===== src/rtl/div_unit_if.sv =====
// Start/ready handshake bundle between the EX stage (master) and the
// multi-cycle divider (slave).
interface div_unit_if;
    logic        signed_div_i;
    logic [31:0] opdata1_i;
    logic [31:0] opdata2_i;
    logic        start_i;
    logic        annul_i;
    logic [63:0] result_o;
    logic        ready_o;

    modport master (
        output signed_div_i, opdata1_i, opdata2_i, start_i, annul_i,
        input  result_o, ready_o
    );

    modport slave (
        input  signed_div_i, opdata1_i, opdata2_i, start_i, annul_i,
        output result_o, ready_o
    );
endinterface


===== src/rtl/div_unit.sv =====
// 32-bit restoring shift-subtract divider, one iteration per cycle.
// Result is {remainder, quotient}; signed operands are divided as magnitudes and fixed up at the end.
module div_unit (
    input  logic       clk,
    input  logic       rst,
    div_unit_if.slave  bus
);

    typedef enum logic [1:0] {ST_FREE, ST_BYZERO, ST_ON, ST_END} state_e;

    state_e      state_q, state_d;
    logic [5:0]  cnt_q, cnt_d;
    logic [31:0] dvd_q, dvd_d;      // dividend shifts out as quotient bits shift in
    logic [31:0] dvs_q, dvs_d;
    logic [31:0] rem_q, rem_d;
    logic        s1_q, s1_d, s2_q, s2_d;
    logic [63:0] result_q, result_d;
    logic        ready_q, ready_d;

    // Shifted remainder needs a 33rd bit when the divisor is >= 2^31.
    logic [32:0] rem_sh, diff;
    logic        ge;
    logic [31:0] q_nx, r_nx;

    assign rem_sh = {rem_q, dvd_q[31]};
    assign diff   = rem_sh - {1'b0, dvs_q};
    assign ge     = rem_sh >= {1'b0, dvs_q};
    assign q_nx   = {dvd_q[30:0], ge};
    assign r_nx   = ge ? diff[31:0] : rem_sh[31:0];

    assign bus.result_o = result_q;
    assign bus.ready_o  = ready_q;

    always_ff @(posedge clk or negedge rst) begin
        if (!rst) begin
            state_q  <= ST_FREE;
            cnt_q    <= '0;
            dvd_q    <= '0;
            dvs_q    <= '0;
            rem_q    <= '0;
            s1_q     <= 1'b0;
            s2_q     <= 1'b0;
            result_q <= '0;
            ready_q  <= 1'b0;
        end else begin
            state_q  <= state_d;
            cnt_q    <= cnt_d;
            dvd_q    <= dvd_d;
            dvs_q    <= dvs_d;
            rem_q    <= rem_d;
            s1_q     <= s1_d;
            s2_q     <= s2_d;
            result_q <= result_d;
            ready_q  <= ready_d;
        end
    end

    always_comb begin
        state_d = state_q;
        case (state_q)
            ST_FREE:   if (!bus.annul_i && bus.start_i)
                           state_d = (bus.opdata2_i == '0) ? ST_BYZERO : ST_ON;
            ST_BYZERO: state_d = bus.annul_i ? ST_FREE : ST_END;
            ST_ON:     if (bus.annul_i)          state_d = ST_FREE;
                       else if (cnt_q == 6'd31)  state_d = ST_END;
            ST_END:    if (bus.annul_i || !bus.start_i) state_d = ST_FREE;
            default:   state_d = ST_FREE;
        endcase
    end

    always_comb begin
        cnt_d    = cnt_q;
        dvd_d    = dvd_q;
        dvs_d    = dvs_q;
        rem_d    = rem_q;
        s1_d     = s1_q;
        s2_d     = s2_q;
        result_d = result_q;
        ready_d  = ready_q;
        case (state_q)
            ST_FREE: begin
                ready_d  = 1'b0;
                result_d = '0;
                if (!bus.annul_i && bus.start_i && bus.opdata2_i != '0) begin
                    s1_d  = bus.signed_div_i & bus.opdata1_i[31];
                    s2_d  = bus.signed_div_i & bus.opdata2_i[31];
                    dvd_d = s1_d ? -bus.opdata1_i : bus.opdata1_i;
                    dvs_d = s2_d ? -bus.opdata2_i : bus.opdata2_i;
                    rem_d = '0;
                    cnt_d = '0;
                end
            end
            ST_BYZERO: begin
                ready_d  = !bus.annul_i;
                result_d = '0;
            end
            ST_ON: begin
                if (bus.annul_i) begin
                    ready_d  = 1'b0;
                    result_d = '0;
                end else begin
                    dvd_d = q_nx;
                    rem_d = r_nx;
                    cnt_d = cnt_q + 6'd1;
                    if (cnt_q == 6'd31) begin
                        // Quotient truncates toward zero; remainder follows the dividend sign.
                        result_d = {s1_q ? -r_nx : r_nx, (s1_q ^ s2_q) ? -q_nx : q_nx};
                        ready_d  = 1'b1;
                    end
                end
            end
            ST_END: begin
                if (bus.annul_i || !bus.start_i) begin
                    ready_d  = 1'b0;
                    result_d = '0;
                end
            end
            default: begin
                ready_d  = 1'b0;
                result_d = '0;
            end
        endcase
    end

endmodule


===== src/flat_wrapper.sv =====
// flat-port wrapper written by rule: the top's interface ports become plain ports
module div_unit_flat 
  (clk, rst, bus_signed_div_i, bus_opdata1_i, bus_opdata2_i, bus_start_i, bus_annul_i, bus_result_o, bus_ready_o);
  div_unit_if bus_i ();
  input  logic clk;
  input  logic rst;
  input wire logic [$bits(bus_i.signed_div_i)-1:0] bus_signed_div_i;
  input wire logic [$bits(bus_i.opdata1_i)-1:0] bus_opdata1_i;
  input wire logic [$bits(bus_i.opdata2_i)-1:0] bus_opdata2_i;
  input wire logic [$bits(bus_i.start_i)-1:0] bus_start_i;
  input wire logic [$bits(bus_i.annul_i)-1:0] bus_annul_i;
  output wire logic [$bits(bus_i.result_o)-1:0] bus_result_o;
  output wire logic [$bits(bus_i.ready_o)-1:0] bus_ready_o;
  assign bus_i.signed_div_i = bus_signed_div_i;
  assign bus_i.opdata1_i = bus_opdata1_i;
  assign bus_i.opdata2_i = bus_opdata2_i;
  assign bus_i.start_i = bus_start_i;
  assign bus_i.annul_i = bus_annul_i;
  assign bus_result_o = bus_i.result_o;
  assign bus_ready_o = bus_i.ready_o;
  div_unit u_core (.clk(clk), .rst(rst), .bus(bus_i));
endmodule

===== config.mk =====
export PLATFORM = sky130hd
export DESIGN_NAME = div_unit_flat
export DESIGN_NICKNAME = d
export VERILOG_FILES = /design/src/rtl/div_unit_if.sv /design/src/rtl/div_unit.sv /design/src/flat_wrapper.sv
export SDC_FILE = /design/constraint.sdc
export NUM_CORES = 1
export LEC_CHECK = 0
export BUFFER_PORTS_ARGS = -buffer_cell sky130_fd_sc_hd__buf_2
export CORE_MARGIN = 2
export CORE_UTILIZATION = 60
export CTS_CLUSTER_DIAMETER = 80
export DETAILED_ROUTE_END_ITERATION = 7
export GPL_TIMING_DRIVEN = 0
export PLACE_DENSITY = 0.85
export SYNTH_ARGS = -nofsm -noshare
export SYNTH_HDL_FRONTEND = slang
export SYNTH_SLANG_ARGS = --single-unit

===== constraint.sdc =====
create_clock -name clk -period 10.9 [get_ports clk]
set_clock_uncertainty 0.2 [all_clocks]
set_input_delay 2.18 -clock clk [delete_from_list [all_inputs] [get_ports clk]]
set_output_delay 2.18 -clock clk [all_outputs]
set_load 0.02 [all_outputs]

### After elaboration in Yosys (flattened, before gate mapping)

Cells that the tools add are included.

* flip-flop bits (word level): 171
* input bits: 69
* output and inout port bits: 65
* logic and storage cells: 71

* add/subtract/negate cells: 6
* order comparisons: 1
* equal/unequal tests: 9
* mux-type cells: 29
* bitwise gates (word level): 3
* reduce and logical (&&, ||, !) cells: 14

Operators with widths (number)
* $mux 32: 9
* $mux 64: 3
* $pmux 64 s3: 1
* $neg 32->32: 4
* $pmux 32 s2: 2
* $ge 33x32->1: 1
* $logic_not 32->1: 1
* $reduce_bool 32->1: 1
* $sub 32x32->32: 1
* $mux 2: 6
* $mux 6: 2
* $pmux 6 s2: 1
* $pmux 2 s4: 1
* $add 6x1->6 const B: 1
* $eq 6x5->1 const B: 1
* $ne 2x1->1 const B: 3
* $reduce_and 3->1: 2
* $eq 2x2->1 const B: 2
* $pmux 1 s4: 1
* $reduce_and 2->1: 2
* $mux 1: 3
* $ne 3x2->1 const B: 1
* $and 1x1->1: 2
* $eq 2x1->1 const B: 1
* other kinds (8): 10

### Logic depth before layout (Yosys ltp)

* depth after elaboration: 7
* mapped depth: 22
* gate-level depth less buffers: 18

### Least setup slack after synthesis

OpenSTA, ideal clock, no wires.

* path type: input port to flip-flop
* from: input bus_opdata2_i[10]
* to: register u_core.dvd_q[16]
* library setup time: 83 ps
* data arrival time: 4865 ps
* required time: 10617 ps
* slack: 5752 ps
* stages: 13
* path buffers: 4
* path through: or4_1 > nor4_1 > nand4_1 > o41ai_1 > or2_1 > clkbuf_1 > a21boi_1 > a21o_1 > buf_2 > buf_2 > buf_2 > nand2_1 > o21ai_0

* cells in the longest elaborated chain, start to end: 4

Ends and longest elaborated chain
* start: declaration: line flat_wrapper.sv:9 `input wire logic [$bits(bus_i.opdata2_i)-1:0] bus_opdata2_i;`
* $reduce_bool 32->1: line div_unit.sv:84 `if (!bus.annul_i && bus.start_i && bus.opdata2_i != '0) begin`
* $logic_and 1x1->1: line div_unit.sv:84
* $ne 2x1->1 (no source line)
* $reduce_and 3->1 (no source line)
* end signal: assignment: line div_unit.sv:48 `dvd_q <= dvd_d;`
* end: declaration: line div_unit.sv:13 `logic [31:0] dvd_q, dvd_d;`

No other way between the ends.
A chain may end at the register's enable or synchronous reset.

### Final worst setup path

* from: register u_core.rem_q[6]
* to: register u_core.result_q[60], in the netlist u_core.bus.result_o[60]

* cells in the longest elaborated chain, start to end: 7
* elaborated cells between the ends (all ways): 8
* those cells by class: add/sub: 2; order compare: 1; mux: 5

Ends and longest elaborated chain
* start: declaration: line div_unit.sv:15 `logic [31:0] rem_q, rem_d;`
* start signal: assignment: line div_unit.sv:50 `rem_q <= rem_d;`
* $sub 32x32->32 or $ge 33x32->1 (tied branches): line div_unit.sv:26, div_unit.sv:27
* $mux 32 *: line div_unit.sv:29 `assign r_nx = ge ? diff[31:0] : rem_sh[31:0];`
* $neg 32->32: line div_unit.sv:107 `result_d = {s1_q ? -r_nx : r_nx, (s1_q ^ s2_q) ? -q_nx : q_nx};`
* $mux 32 *: line div_unit.sv:107
* $mux 64 *: line div_unit.sv:105 `if (cnt_q == 6'd31) begin`
* $mux 64 *: line div_unit.sv:98 `if (bus.annul_i) begin`
* $pmux 64 s3 *: line div_unit.sv:80 `case (state_q)`
* end signal: assignment: line div_unit.sv:53 `result_q <= result_d;`
* end: declaration: line div_unit.sv:17 `logic [63:0] result_q, result_d;`

Mark *: on every way between the ends. The rest lies on a longest branch, timed or not. The select of a mux whose other input is x is not followed.

==> flow_metrics.tcl <==
set metrics [dict create \
    hold_viol_final 0 \
    avgSynthCellArea_sq_um 7.96 \
    cts.sinks 171 \
    drv_cap 0 \
    slew_headroom 0.164 \
    grt_first_pass_wirelength_mm 67.2 \
    yosysTopAreaCell "dfrtp_1" \
    total_power_w 0.00405 \
    place_area_sq_um 13900 \
    clk_pin_slew_ns 0.07 \
    cp-start-kind "flop" \
    worst_pin_slew_ns 1.24 \
    grt_use_total 0.384 \
    max_freq_mhz 149 \
    synth-edff-count 0 \
    finalMaxSlewViolations 0 \
    synth-main-ff-cell "dfrtp_1" \
    cts_tree "done" \
    p_clk_frac 0.163 \
    hold_buffers 0 \
    worst-endpoint-arrival_ns 6.80 \
    cp_slowest_stage_delay_ns 0.49 \
    rsz0062_at_grt "false" \
    fin_crit_ns 6.71 \
    io_buffers 133 \
    swShare 0.507 \
    antenna_cells 0 \
    post-route-drc-count 0 \
    drtAntennaViolNets 0 \
    cp-end-kind "flop" \
    r2r-start "u_core.rem_q[6]$_DFFE_PN0P_" \
    place_ws_ns 4.42 \
    clockRootBuffer "clkbuf_16" \
    clock_latency_ns 0.43 \
    crit_type "reg -> reg" \
    reg2reg_depth 20 \
    place_congestion 1.04 \
    final_util 0.691 \
    syn_nets 1726 \
    vias 13535 \
    rows 53 \
    synthToLayoutAreaGrowth_pct 13.0 \
    yosysWarnings 0 \
    first_iter_violations 1449 \
    grt_pass1_vias 12558 \
    reg2reg_to "u_core.bus.result_o[60]$_DFFE_PN0P_" \
    path_common_cell "nor4_1" \
    crit_slowest_cell "nor4_1" \
    die-width_um 150 \
    finalCritPeriodShare 0.616 \
    cts_max_level 4 \
    rrSetupSlack_ns 4.19 \
    cts-buffers-inserted 17 \
    ys_ff_latch 171 \
    fin_tns_setup_ns 0 \
    switching_power_w 0.00206 \
    setup_viol 0 \
    post_route_cells_drive_above_1_share 0.128 \
    setup_ws_ns 4.19 \
    antenna_found_initial 0 \
    syn-cell-area_sq_um 12800 \
    power_density_nw_per_um2 279 \
    cp.required_ns 10.99 \
    async_reset_ff_frac 1.00 \
    crit_chain "ha_1 > clkbuf_1 > nand4_1 > nor4_1 > a31oi_2 > nand3_4 > buf_1 > buf_2 > buf_2 > nand2_1 > o21ai_0 > ha_1 > nand2_1 > nor4_1 > nand3b_1 > nor4_1 > a32oi_1 > o41ai_1 > xor2_1 > o31ai_1" \
    combPwrFrac 0.580 \
    clock_path_buffers 2 \
    die_y_um 150 \
    status "finished clean" \
    first_pass_iters 6 \
    die_area_sq_um 22600 \
    irDropWorstVdd_mv 0.143 \
    wirelength_mm 43.1 \
    wire_per_inst_um 20.9 \
    power.leakage_nw 6.46 \
    hp-class "reg -> reg" \
    endpoint "u_core.bus.result_o[60]$_DFFE_PN0P_" \
    yosys.area.top_type_share 0.333 \
    start_util 0.611 \
    gr-total-overflow 0 \
    viasPerCell 6.58 \
    grt_max_degree 92 \
    place_hpwl_mm 33.3 \
    post_cts_buffers 0 \
    path_max_fanout 10 \
    seq_power_share 0.257 \
    nNetsFinal 1879 \
    seq_area_frac_synth 0.333 \
    io_pins 134 \
    yosysUniqueCellTypes 87 \
    coreArea_sq_um 21000 \
    intPower_w 0.00200 \
    synth.area.top_cells "dfrtp_1 (33%), o21ai_0 (7.1%), nand2_1 (6.5%)" \
    crit_start "u_core.rem_q[6]$_DFFE_PN0P_" \
    fillers 1762 \
    cts-resized-gates 0 \
    synth_cells 1615 \
    layout.cell_area.non_filler_sq_um 14500 \
]
cell usage after synthesis, types with 4 or more instances:
master    count
nand2_1     221
o21ai_0     182
dfrtp_1     171
a21oi_1     134
nor2_1      128
clkbuf_1     67
xnor2_1      65
inv_1        60
xor2_1       59
ha_1         41
o31ai_1      41
nor3_1       37
mux2i_1      26
or3_1        26
nor4_1       24
a22o_1       23
nand3_1      21
buf_2        17
nand4_1      16
a31oi_1      15
or2_2        14
a21o_1       12
a211oi_1     10
and3_1       10
nand2b_1     10
nor2b_1       9
o211ai_1      9
o21a_1        9
or4_1         9
a211o_1       8
and2_1        8
nand3b_1      8
o21ai_1       7
o41ai_1       7
a22oi_1       6
buf_1         6
a2111o_1      5
and4_1        5
mux2_2        5
a41oi_1       4
nor3b_1       4
o22ai_1       4
o41a_1        4
or3b_2        4
logic make-up (layout without fill, tap and decap cells):
family,after synthesis,in the layout,share of synthesized area
flip-flops,171,171,0.333
XOR/XNOR,124,124,0.0845
multiplexers,31,31,0.0246
buffers and inverters,156,322,0.0493
adder cells (fa/ha/maj),42,42,0.0415
AND/OR/NAND/NOR,567,567,0.210
AO/OA/AOI/OAI,524,524,0.257
how the worst min path moves through the flow:
stage | startpoint | end | slack, ns | cells past startpoint
2_1_floorplan | u_core.dvs_q[13]$_DFFE_PN0P_ | u_core.dvs_q[13]$_DFFE_PN0P_ | 0.25 | 2
3_3_place_gp | u_core.bus.result_o[54]$_DFFE_PN0P_ | u_core.bus.result_o[54]$_DFFE_PN0P_ | 0.26 | 2
3_5_place_dp | u_core.bus.result_o[58]$_DFFE_PN0P_ | u_core.bus.result_o[58]$_DFFE_PN0P_ | 0.27 | 2
4_1_cts | u_core.bus.result_o[58]$_DFFE_PN0P_ | u_core.bus.result_o[58]$_DFFE_PN0P_ | 0.28 | 2
5_1_grt | u_core.bus.result_o[53]$_DFFE_PN0P_ | u_core.bus.result_o[53]$_DFFE_PN0P_ | 0.31 | 2
6_report | u_core.bus.result_o[58]$_DFFE_PN0P_ | u_core.bus.result_o[58]$_DFFE_PN0P_ | 0.27 | 2
registers in the layout, summed over array words and instances, names as in the netlist:
signal               count
u_core.cnt_q             6
u_core.dvs_q            32
u_core.s1_q              1
u_core.rem_q            32
u_core.state_q           2
u_core.bus.result_o     64
u_core.dvd_q            32
u_core.s2_q              1
u_core.bus.ready_o       1
worst max-delay path: cells and delay by family, from the launching register on:
family / cells / cell delay, ns
flip-flops: 1 / 0.46
XOR/XNOR: 1 / 0.31
adder cells (fa/ha/maj): 2 / 0.70
buffers and inverters: 4 / 1.52
AND/OR/NAND/NOR: 8 / 2.03
AO/OA/AOI/OAI: 5 / 1.32
layer usage:
layer  vias to the layer above  track usage  routed length [um]
met5                         -            0                   0
met2                       852        0.578               19000
met1                      6440        0.552               17600
li1                       6128            -                   -
met4                         0        0.132                1430
met3                       115       0.0776                5040
per-stage QoR:
step	hold slack, ns	std cells
6_report	0.272	2056
5_1_grt	0.306	2056
4_1_cts	0.280	2056
3_5_place_dp	0.266	2024
3_3_place_gp	0.260	2023
2_1_floorplan	0.250	1615
layout make-up:
class	instances	area (sq um)	share of cell area
Buffer	95	402	0.0277
Tap cell	275	344	0.0237
Timing Repair Buffer	134	703	0.0484
Multi-Input combinational cell	1288	7940	0.547
Sequential cell	171	4280	0.295
Clock inverter	12	189	0.0130
Clock buffer	20	437	0.0301
Inverter	61	231	0.0159
placed cells by master (no fill, tap or decap), drive strengths merged, types with 10 or more instances in the layout:
cell type,instances
a211oi,11
a21o,12
a21oi,136
a22o,23
a31oi,16
and3,10
buf,161
clkbuf,88
dfrtp,171
ha,41
inv,64
mux2i,26
nand2,221
nand2b,10
nand3,22
nand4,17
nor2,129
nor3,37
nor4,24
o211ai,11
o21ai,189
o31ai,42
or2,16
or3,26
or4,11
xnor2,65
xor2,59
power by group through the flow:
stage | Clock, W | Sequential, W | Combinational (W)
6_report | 0.000662 | 0.00104 | 0.00235
5_1_grt | 0.000685 | 0.00106 | 0.00255
4_1_cts | 0.000659 | 0.00103 | 0.00228
3_5_place_dp | 0 | 0.00104 | 0.00226
3_3_place_gp | 0 | 0.00103 | 0.00221
2_1_floorplan | 0 | 0.00106 | 0.00152
No activity file was read; power rests on OpenSTA's default activity.
